### src/rtl/rc6_serial_rx_if.sv
// Block handshake between the serial receiver and the RC6 round core.
// The receiver drives the assembled block and its valid flag; the core answers with ready.
interface rc6_serial_rx_if #(
    parameter int DATA_W = 128
);
    logic [DATA_W-1:0] data_out;
    logic              data_valid;
    logic              data_ready;

    modport master (
        output data_out,
        output data_valid,
        input  data_ready
    );

    modport slave (
        input  data_out,
        input  data_valid,
        output data_ready
    );
endinterface

### src/rtl/rc6_serial_rx.sv
// Serial-to-parallel front end for the RC6 core: synchronises the external bit link,
// assembles one DATA_W-bit block per frame and holds it until the core accepts it.
module rc6_serial_rx #(
    parameter int DATA_W      = 128,
    parameter int SYNC_STAGES = 2
) (
    input  logic           clk,
    input  logic           reset,
    input  logic           clk_in,
    input  logic           sta_in,
    input  logic           data_in,
    rc6_serial_rx_if.master rx,
    output logic           busy,
    output logic           overrun
);

    localparam int              CNT_W    = $clog2(DATA_W) + 1;
    localparam logic [CNT_W-1:0] LAST_BIT = CNT_W'(DATA_W - 1);
    localparam logic [CNT_W-1:0] ONE      = CNT_W'(1);

    typedef enum logic [1:0] {
        IDLE,
        SHIFT,
        HOLD
    } state_t;

    state_t                 state;
    logic [SYNC_STAGES-1:0] clk_sync;
    logic [SYNC_STAGES-1:0] sta_sync;
    logic [SYNC_STAGES-1:0] data_sync;
    logic                   clk_in_q;
    logic                   bit_stb;
    logic                   sta_s;
    logic                   data_s;
    logic [DATA_W-1:0]      shreg;
    logic [CNT_W-1:0]       cnt;

    // The strobe is registered together with its data/start samples so all three
    // reach the FSM in the same cycle, SYNC_STAGES+2 clocks after the clk_in edge.
    always_ff @(posedge clk) begin
        if (!reset) begin
            clk_sync  <= '0;
            sta_sync  <= '0;
            data_sync <= '0;
            clk_in_q  <= 1'b0;
            bit_stb   <= 1'b0;
            sta_s     <= 1'b0;
            data_s    <= 1'b0;
        end else begin
            clk_sync  <= {clk_sync[SYNC_STAGES-2:0], clk_in};
            sta_sync  <= {sta_sync[SYNC_STAGES-2:0], sta_in};
            data_sync <= {data_sync[SYNC_STAGES-2:0], data_in};
            clk_in_q  <= clk_sync[SYNC_STAGES-1];
            bit_stb   <= clk_sync[SYNC_STAGES-1] & ~clk_in_q;
            sta_s     <= sta_sync[SYNC_STAGES-1];
            data_s    <= data_sync[SYNC_STAGES-1];
        end
    end

    always_ff @(posedge clk) begin
        if (!reset) begin
            state         <= IDLE;
            shreg         <= '0;
            cnt           <= '0;
            rx.data_out   <= '0;
            rx.data_valid <= 1'b0;
            busy          <= 1'b0;
            overrun       <= 1'b0;
        end else begin
            overrun <= 1'b0;
            case (state)
                IDLE: begin
                    if (bit_stb && sta_s) begin
                        shreg <= {shreg[DATA_W-2:0], data_s};
                        cnt   <= ONE;
                        state <= SHIFT;
                        busy  <= 1'b1;
                    end
                end
                SHIFT: begin
                    if (bit_stb) begin
                        // A start marker mid-frame restarts assembly from this bit.
                        if (sta_s) begin
                            shreg <= {{(DATA_W-1){1'b0}}, data_s};
                            cnt   <= ONE;
                        end else if (cnt == LAST_BIT) begin
                            rx.data_out   <= {shreg[DATA_W-2:0], data_s};
                            rx.data_valid <= 1'b1;
                            cnt           <= '0;
                            state         <= HOLD;
                            busy          <= 1'b0;
                        end else begin
                            shreg <= {shreg[DATA_W-2:0], data_s};
                            cnt   <= cnt + ONE;
                        end
                    end
                end
                HOLD: begin
                    if (bit_stb && sta_s) begin
                        overrun <= 1'b1;
                    end
                    if (rx.data_ready) begin
                        rx.data_valid <= 1'b0;
                        state         <= IDLE;
                    end
                end
                default: begin
                    state <= IDLE;
                    busy  <= 1'b0;
                end
            endcase
        end
    end

endmodule

### src/flat_wrapper.sv
// flat-port wrapper written by rule: the top's interface ports become plain ports
module rc6_serial_rx_flat 
#(
    parameter int DATA_W      = 128,
    parameter int SYNC_STAGES = 2
)
  (clk, reset, clk_in, sta_in, data_in, busy, overrun, rx_data_out, rx_data_valid, rx_data_ready);
  rc6_serial_rx_if #(.DATA_W(DATA_W)) rx_i ();
  input  logic clk;
  input  logic reset;
  input  logic clk_in;
  input  logic sta_in;
  input  logic data_in;
  output logic busy;
  output logic overrun;
  output wire logic [$bits(rx_i.data_out)-1:0] rx_data_out;
  output wire logic [$bits(rx_i.data_valid)-1:0] rx_data_valid;
  input wire logic [$bits(rx_i.data_ready)-1:0] rx_data_ready;
  assign rx_data_out = rx_i.data_out;
  assign rx_data_valid = rx_i.data_valid;
  assign rx_i.data_ready = rx_data_ready;
  rc6_serial_rx #(.DATA_W(DATA_W), .SYNC_STAGES(SYNC_STAGES)) u_core (.clk(clk), .reset(reset), .clk_in(clk_in), .sta_in(sta_in), .data_in(data_in), .rx(rx_i), .busy(busy), .overrun(overrun));
endmodule
### config.mk
export PLATFORM = sky130hd
export DESIGN_NAME = rc6_serial_rx_flat
export DESIGN_NICKNAME = d
export VERILOG_FILES = /design/src/rtl/rc6_serial_rx_if.sv /design/src/rtl/rc6_serial_rx.sv /design/src/flat_wrapper.sv
export SDC_FILE = /design/constraint.sdc
export NUM_CORES = 1
export LEC_CHECK = 0
export ABC_AREA = 1
export ABC_CLOCK_PERIOD_IN_PS = 1700
export CAP_MARGIN = 10
export CORE_ASPECT_RATIO = 1.75
export CORE_MARGIN = 10
export CORE_UTILIZATION = 55
export DETAILED_ROUTE_END_ITERATION = 7
export GPL_TIMING_DRIVEN = 0
export PLACE_DENSITY_LB_ADDON = 0.05
export SLEW_MARGIN = 20
export SYNTH_ARGS = -nofsm -noshare
export SYNTH_HDL_FRONTEND = slang
export SYNTH_SLANG_ARGS = --single-unit
### constraint.sdc
create_clock -name clk -period 1.7 [get_ports clk]
set_input_delay 0.255 -clock clk [delete_from_list [all_inputs] [get_ports clk]]
set_output_delay 0.255 -clock clk [all_outputs]
set_load 0.01 [all_outputs]
==> Word-level counts from Yosys, hierarchy flattened <==
Index checks and enable logic that the tools add are counted.
{ "word_totals": {"register_bits": 278, "input_bits": 6, "output_inout_bits": 131, "word_cells": 66} }
{ "op_classes": {"addsub": 1, "n_eq_ne": 9, "muxes": 27, "n_bitwise": 4, "reduce_logical": 11} }
{ "op_table": {"columns": ["cell", "count"], "rows": [
  ["127-bit two-way mux", 4],
  ["127-bit case mux with 2 select lines", 1],
  ["8-bit two-way mux", 4],
  ["8-bit case mux with 2 select lines", 1],
  ["5-bit AND reduction", 3],
  ["2-bit two-way mux", 5],
  ["1-bit two-way mux", 9],
  ["8-bit by 1-bit adder with 8-bit output (second input constant)", 1],
  ["8-bit by 7-bit equality test with 1-bit output (second input constant)", 1],
  ["4-bit AND reduction", 2],
  ["2-bit by 1-bit != test with 1-bit output (second input constant)", 3],
  ["2-bit case mux with 3 select lines", 1],
  ["2-bit != test (second input constant)", 2],
  ["2-bit nonzero test", 2],
  ["3-bit by 2-bit != test with 1-bit output (second input constant)", 1],
  ["1-bit NOT", 3],
  ["1-bit case mux with 3 select lines", 1],
  ["3-bit AND reduction", 1],
  ["2-bit by 1-bit equality test with 1-bit output (second input constant)", 1],
  ["2-bit equality test (second input constant)", 1],
  ["2-bit logical NOT", 1],
  ["1-bit case mux with 2 select lines", 1],
  ["2-bit AND reduction", 1],
  ["1-bit bitwise AND", 1],
  ["1-bit logical AND", 1]
]} }

==> Depth between registers and ports, before layout <==
Gate-level depths: netlist of run 1.
{ "logic_depth": {"depth_word": 5, "ltp_mapped": 10} }

==> Least setup slack after synthesis of run 1 <==
Ideal clock, no wire load.
{ "synth_timing": {"path_kind": "reg-to-reg", "start": "register u_core.cnt[0]", "end": "register u_core.shreg[100]", "setup_ns": 0.064, "arrival_ns": 1.433, "setup_slack_ns": 0.203, "path_stages_with_launch": 11, "path_buffers": 3, "period_less_slack_ns": 1.497, "cell_sequence": "dfxtp_1 -> ha_1 -> inv_1 -> nor2_2 -> nand3_1 -> buf_2 -> buf_6 -> buf_6 -> nand3_1 -> nand2_1 -> nor2_1"} }
{ "synth_between": {"elab_chain_cells": 3} }
{ "synth_rtl": {"columns": ["item", "line", "source"], "rows": [
  ["start: declaration", "rc6_serial_rx.sv:36", "logic [CNT_W-1:0] cnt;"],
  ["start signal: assignment", "rc6_serial_rx.sv:94", "cnt <= cnt + ONE;"],
  ["8-bit by 7-bit equality test with 1-bit output", "rc6_serial_rx.sv:86", "end else if (cnt == LAST_BIT) begin"],
  ["3-bit by 2-bit != test with 1-bit output (no source line)", null, null],
  ["4-bit AND reduction (no source line)", null, null],
  ["end signal: assignment", "rc6_serial_rx.sv:74", "shreg <= {shreg[DATA_W-2:0], data_s};"],
  ["end signal: assignment", "rc6_serial_rx.sv:84", "shreg <= {{(DATA_W-1){1'b0}}, data_s};"],
  ["end signal: assignment", "rc6_serial_rx.sv:93", "shreg <= {shreg[DATA_W-2:0], data_s};"],
  ["end: declaration", "rc6_serial_rx.sv:35", "logic [DATA_W-1:0] shreg;"]
]} }
Every way passes these cells.
A chain may end at the register's enable or synchronous reset.

==> Worst setup path in the final report of run 1 <==
{ "layout_timing": {"start": "register u_core.cnt[1]", "end": "register u_core.shreg[120]"} }
The elaborated chain is that of the path after synthesis.

==> results of run 1 <==
-- cells in the mapped netlist (all sizes together) --
cell	number	share of area
nor3	3	0.0013
xor2	3	0.0023
nand3b	2	0.0013
nand2	559	0.18
dfxtp	278	0.48
clkbuf	33	0.011
ha	1	0.0011
nand3	134	0.058
buf	80	0.042
a21oi	5	0.0021
inv	152	0.049
clkinv	1	0.00032
nor2	531	0.17
o21ai	3	0.0013
-- power by group --
part	switching (µW)	internal (µW)	total, µW
Sequential	15.6	6530	6550
Clock	2460	3590	6050
Combinational	189	77.7	267
Total	2660	10200	12900
-- cell type report --
class,count,area share
tap,252,0.02153
multi-input combinational,1241,0.3446
sequential,278,0.3808
timing repair buffer,143,0.1042
buffer,112,0.05007
clock buffer,33,0.04682
clock inverter,12,0.01265
inverter,153,0.03939
-- critical path, cell delays in order (launching register included) --
cell and delay [ns]:
dfxtp_2 0.37, ha_4 0.14, inv_1 0.07, nor2_4 0.19, nand3_4 0.16, buf_8 0.19, buf_8 0.15, buf_6 0.14
nand3_1 0.08, nand2_1 0.06, nor2_1 0.13
-- cell families (layout without fill, tap and decap cells) --
logic type,count (synthesis),after routing,synth area share
and+or+nand+nor,1229,1229,0.4135
DFF,278,278,0.4775
buffers and inverters,266,453,0.1023
AOI/OAI and AO/OA,8,8,0.003434
xor gates and xnor gates,3,3,0.002255
adders and majority gates,1,1,0.001073
-- flip-flops by register name, summed over array words and instances, names as in the netlist --
| signal | count |
|---|---|
| u_core.rx.data_out | 128 |
| u_core.shreg | 127 |
| u_core.cnt | 8 |
| u_core.clk_sync | 2 |
| u_core.data_sync | 2 |
| u_core.sta_sync | 2 |
| u_core.state | 2 |
| u_core.bit_stb | 1 |
| u_core.busy | 1 |
| u_core.clk_in_q | 1 |
| u_core.data_s | 1 |
| u_core.overrun | 1 |
| u_core.rx.data_valid | 1 |
| u_core.sta_s | 1 |
-- final timing paths --
check                       endpoint  depth (start not counted)  slack [ns]             from
hold / removal    u_core.sta_sync[0]                          3        0.27           sta_in
hold reg to reg       u_core.bit_stb                          1        0.39  u_core.clk_in_q
setup / recovery   u_core.shreg[120]                         10       -0.04    u_core.cnt[1]
setup reg to reg   u_core.shreg[120]                         10       -0.04    u_core.cnt[1]
-- metrics by stage --
step	power [µW]	setup WS, ns	cell area [µm²]
2_1_floorplan	6881	0.2035	11660
3_3_place_gp	6954	-0.3232	13320
3_5_place_dp	6959	-0.3499	13320
4_1_cts	12940	0.001182	14270
5_1_grt	13220	-0.1775	14640
6_report	12860	-0.04235	14640
-- routing by layer --
metal | up-vias | global-route usage | part of all wire
met5 | - | 0 | 0
met4 | 0 | 0.06386 | 0.025
met3 | 44 | 0.04065 | 0.050
met2 | 214 | 0.3931 | 0.53
met1 | 4853 | 0.2204 | 0.40
li1 | 5632 | - | -
-- placed cells by master (no fill, tap or decap), types with 2 or more instances in the layout --
cell and count:
dlymetal6s2s_1 40, xor2_1 3, dlygate4sd2_1 17, nor3_1 3, nor2_2 28, nand2_1 555
clkbuf_2 2, inv_1 150, clkdlybuf4s50_1 78, buf_8 2, clkbuf_4 6, dfxtp_2 3
buf_4 25, nor2_4 7, nand2_2 3, dfxtp_4 2, o21ai_0 2, buf_1 8
bufinv_16 5, clkinv_2 7, clkbuf_8 3, dfxtp_1 273, nand3_1 132, nand3_4 2
buf_6 17, buf_12 2, nand3b_1 2, clkbuf_16 27, nor2_1 496, a21oi_1 5
clkbuf_1 34, buf_2 27
-- what timing repair did --
| item | in CTS | in global routing |
|---|---|---|
| pin swaps | 1 | 4 |
| hold buffers | 0 | 0 |
| resized for setup | 50 | 118 |
| buffers inserted | 1 | 5 |
| cloned | 0 | 2 |
| endpoints found under the setup margin | 274 | 301 |
==> out/results.ini, run 1 <==
[clock_tree]
numClockSinks=278
clockRootBuffer=clkbuf_16
clk_pin_slew_worst_paths_ns=0.07
cts_buffer_depth=3
cts_tree=built
numCtsBuffers=25
insertion_delay_ns=0.52
htree_num_levels=1

[die]
row_count=70
start_util=0.5592
core_area_mm2=0.02085
die_y_um=212.6
die_w_um=130.0
io_pins=137
die_area_mm2=0.02765

[layout]
layout.nets=1961
multi_input_area_mm2=0.005046
drive_gt1_frac=0.08722
stdcell_count=2224
syn2layout_area_growth_pct=25.63
antennaDiodeCount=0
fill_cells=1808
regArea_mm2=0.005577
fin_util=0.7025

[worst_setup_path]
critical_path_class=register to register
crit_fanout=10
cp-end-kind=register
critPathArrivalTime_ns=2.19
worstSetupStartpointType=register
cp_data_required_time_ns=2.15

[logic_synthesis]
yosysSeqAreaShare=0.4775
netlist_instances=1785
ys_types=22
ys_seq_elements=278
syn_area_mm2=0.01166
synth_warnings=0
syn_avg_cell_area_um2=6.530
synth.net_count=1792

[grt]
grt_pass1_wl_mm=48.09
grt_max_degree=16
antenna_found_initial=0
gr-total-overflow=0
grt_pass1_vias=10442
grt_usage=0.2072

[pwr]
power.density_mw_per_mm2=878.4
p_leak_uw=0.007815
vdd_drop_max_v=0.0008458

[routing]
firstDrtPassIters=5
drt-total-wl_mm=29.31
drt_drc_violations_left=0
vias_per_cell=4.830
drt-wirelength-per-cell_um=13.18
vias=10743
drt_iter0_markers=540
detail-route-antenna-nets=0

[sta]
setup_violations=7
setup_slack_ns=-0.04235
period_share=1.025
holdWs_ns=0.2696
relSlewSlack=0.4899
hold_viol=0
tightest_slew_ns=0.7651
fin_tns_setup_ns=-0.1190
fmax_mhz=573.9
slew_violations=0
timing.final.crit_period_ns=1.742
finalClockSkew_ns=0.01027
grt_setup_unrepaired=yes

[run_status]
violations=negative setup slack
status=complete, but fails checks

[placement]
hpwl_mm=20.43
dp.cells=2172
placement.io_buffers=135
gp_congestion=0.8593

[hold_path]
hp-class=input pin to register

[job]
cap_violations=0

(Power assumes the default switching activity.)
==> inputs of run 2 (changes only) <==
Settings changed: CORE_UTILIZATION 55 to 50, SLEW_MARGIN 20 to 10.
==> run 2 against run 1 <==
Effect of this change: worst hold slack got worse by 0.021 ns; clock power rose by 5.3%; the flow now finishes without violations; critical endpoint is now rx_data_out[9]; register-to-register slack improved by 0.07 ns; sequential share of layout area fell by 1.0 points; highest routed layer unchanged; die area rose by 8.7%; critical path type is now register to output port.
==> out/results.ini, run 2 (synthesis results as in run 1) <==
[sta]
finalClockSkew_ns=0.01189
hold_viol=0
fin_tns_setup_ns=0
setup_violations=0
fmax_mhz=593.2
timing.final.crit_period_ns=1.686
period_share=0.9916
slew_violations=0
tightest_slew_ns=0.6134
setup_slack_ns=0.01432
grt_setup_unrepaired=yes
relSlewSlack=0.5911

[die]
die_y_um=222.0
die_w_um=135.4
io_pins=137
die_area_mm2=0.03006
core_area_mm2=0.02283
start_util=0.5105
row_count=73

[routing]
drt_iter0_markers=534
detail-route-antenna-nets=0
drt-wirelength-per-cell_um=13.10
drt_drc_violations_left=0
firstDrtPassIters=5
drt-total-wl_mm=29.97
vias=10772
vias_per_cell=4.710

[layout]
top_regs=u_core.rx.data_out x128, u_core.shreg x127, u_core.cnt x8
layout.nets=1974
antennaDiodeCount=0
syn2layout_area_growth_pct=29.22
final_cell_mix=nand2_1, nor2_1, dfxtp_1
final_common_cell=nand2_1
largest_register_ffs=128
largest_register=u_core.rx.data_out
regArea_mm2=0.005583
drive_gt1_frac=0.1022
fill_cells=2089
multi_input_area_mm2=0.005066

[pwr]
p_sw_frac=0.2076
p_seq_frac=0.496
power_frac_comb=0.020
vdd_drop_max_v=0.0007877
p_int_uw=10450
power.total_uw=13180
switchingPower_uw=2737
power_frac_clock=0.483
power.density_mw_per_mm2=875.3
p_leak_uw=0.008137

[run_status]
status=finished clean

[placement]
pre_cts_ws_ns=-0.3803
hpwl_mm=20.71
placement.io_buffers=135
gp_congestion=0.8212

[grt]
grt_pass1_wl_mm=48.29
grt_usage=0.1904
antenna_found_initial=0
gr-total-overflow=0
grt_pass1_vias=10180
grt_max_degree=16

[worst_setup_path]
crit_fanout=2
slowest_delay_ns=0.55
crit_family=buffers and inverters
critPathArrivalTime_ns=1.43
slowest_stage=clkdlybuf4s50_1
critical_path_class=register to output port
cp-end-kind=output port
critPathBufInv=1
path_cells=clkdlybuf4s50_1
worstSetupStartpointType=register
cp_data_required_time_ns=1.44

[clock_tree]
cts_buffer_depth=3
clk_pin_slew_worst_paths_ns=0.06
cts_tree=built
numCtsBuffers=26
cts-hold-fix-buffers=0
clockRootBuffer=clkbuf_16
insertion_delay_ns=0.54
htree_num_levels=1
numClockSinks=278

[hold_path]
hp-class=input pin to register

[job]
cap_violations=0

[run 2: changes by cell type in the layout (fill, tap and decap cells not counted), moves of 3 or more]
cell,delta
buf_12,+3
buf_2,-7
buf_8,+5
clkbuf_1,-6
clkbuf_16,+8
clkbuf_2,+5
clkbuf_4,+7
clkdlybuf4s50_1,-29
dlygate4sd2_1,+30
nand2_1,-6
nand2_2,+5
nor2_2,+3
[run 2: power groups by stage]
stage	Clock, µW	Sequential (µW)	Combinational (µW)
floorplan	0	6690	189
global placement	0	6700	261
detailed placement	0	6700	264
CTS	6490	6550	266
global route	6700	6540	304
finish	6370	6540	266
[run 2: routing by layer]
metal	GRT usage	vias to the layer above	routed length, µm
met4	0.05355	0	665
met5	0	-	0
met1	0.2051	4839	11890
li1	-	5667	-
met3	0.03675	45	1599
met2	0.3599	221	15810
[run 2: layout make-up]
class | count | area share
clock buffer | 36 | 0.04976
sequential | 278 | 0.3707
clock inverter | 12 | 0.01246
multi-input combinational | 1241 | 0.3364
tap | 300 | 0.02492
timing repair buffer | 155 | 0.1133
inverter | 153 | 0.03879
buffer | 112 | 0.05375
[run 2: tightest hold or removal path: cells and delay by family]
kind,cells,cell delay [ns]
and+or+nand+nor,1,0.06
buffers and inverters,2,0.42
[run 2: timing repair]
item	CTS	global route
buffers inserted	6	5
gates cloned	2	8
setup endpoints to repair	305	295
pin swaps	5	14
resized for setup	83	167
[run 2: final timing paths]
path	start	to	slack, ns	depth (start not counted)
worst max-delay path	u_core.rx.data_out[9]	rx_data_out[9]	0.01	1
worst min-delay path	clk_in	u_core.clk_sync[0]	0.25	3
worst max register to register	u_core.cnt[3]	u_core.shreg[119]	0.03	9
worst min register to register	u_core.clk_in_q	u_core.bit_stb	0.38	1
[run 2: through the flow]
stage	std cells	util	hold WS [ns]	area, µm²
floorplan	1785	-	0.3526	11660
global placement	2220	0.5861	0.3739	13380
detailed placement	2220	0.5861	0.3797	13380
CTS	2275	0.6330	0.2480	14460
global route	2287	0.6596	0.2704	15060
finish	2287	0.6596	0.2491	15060
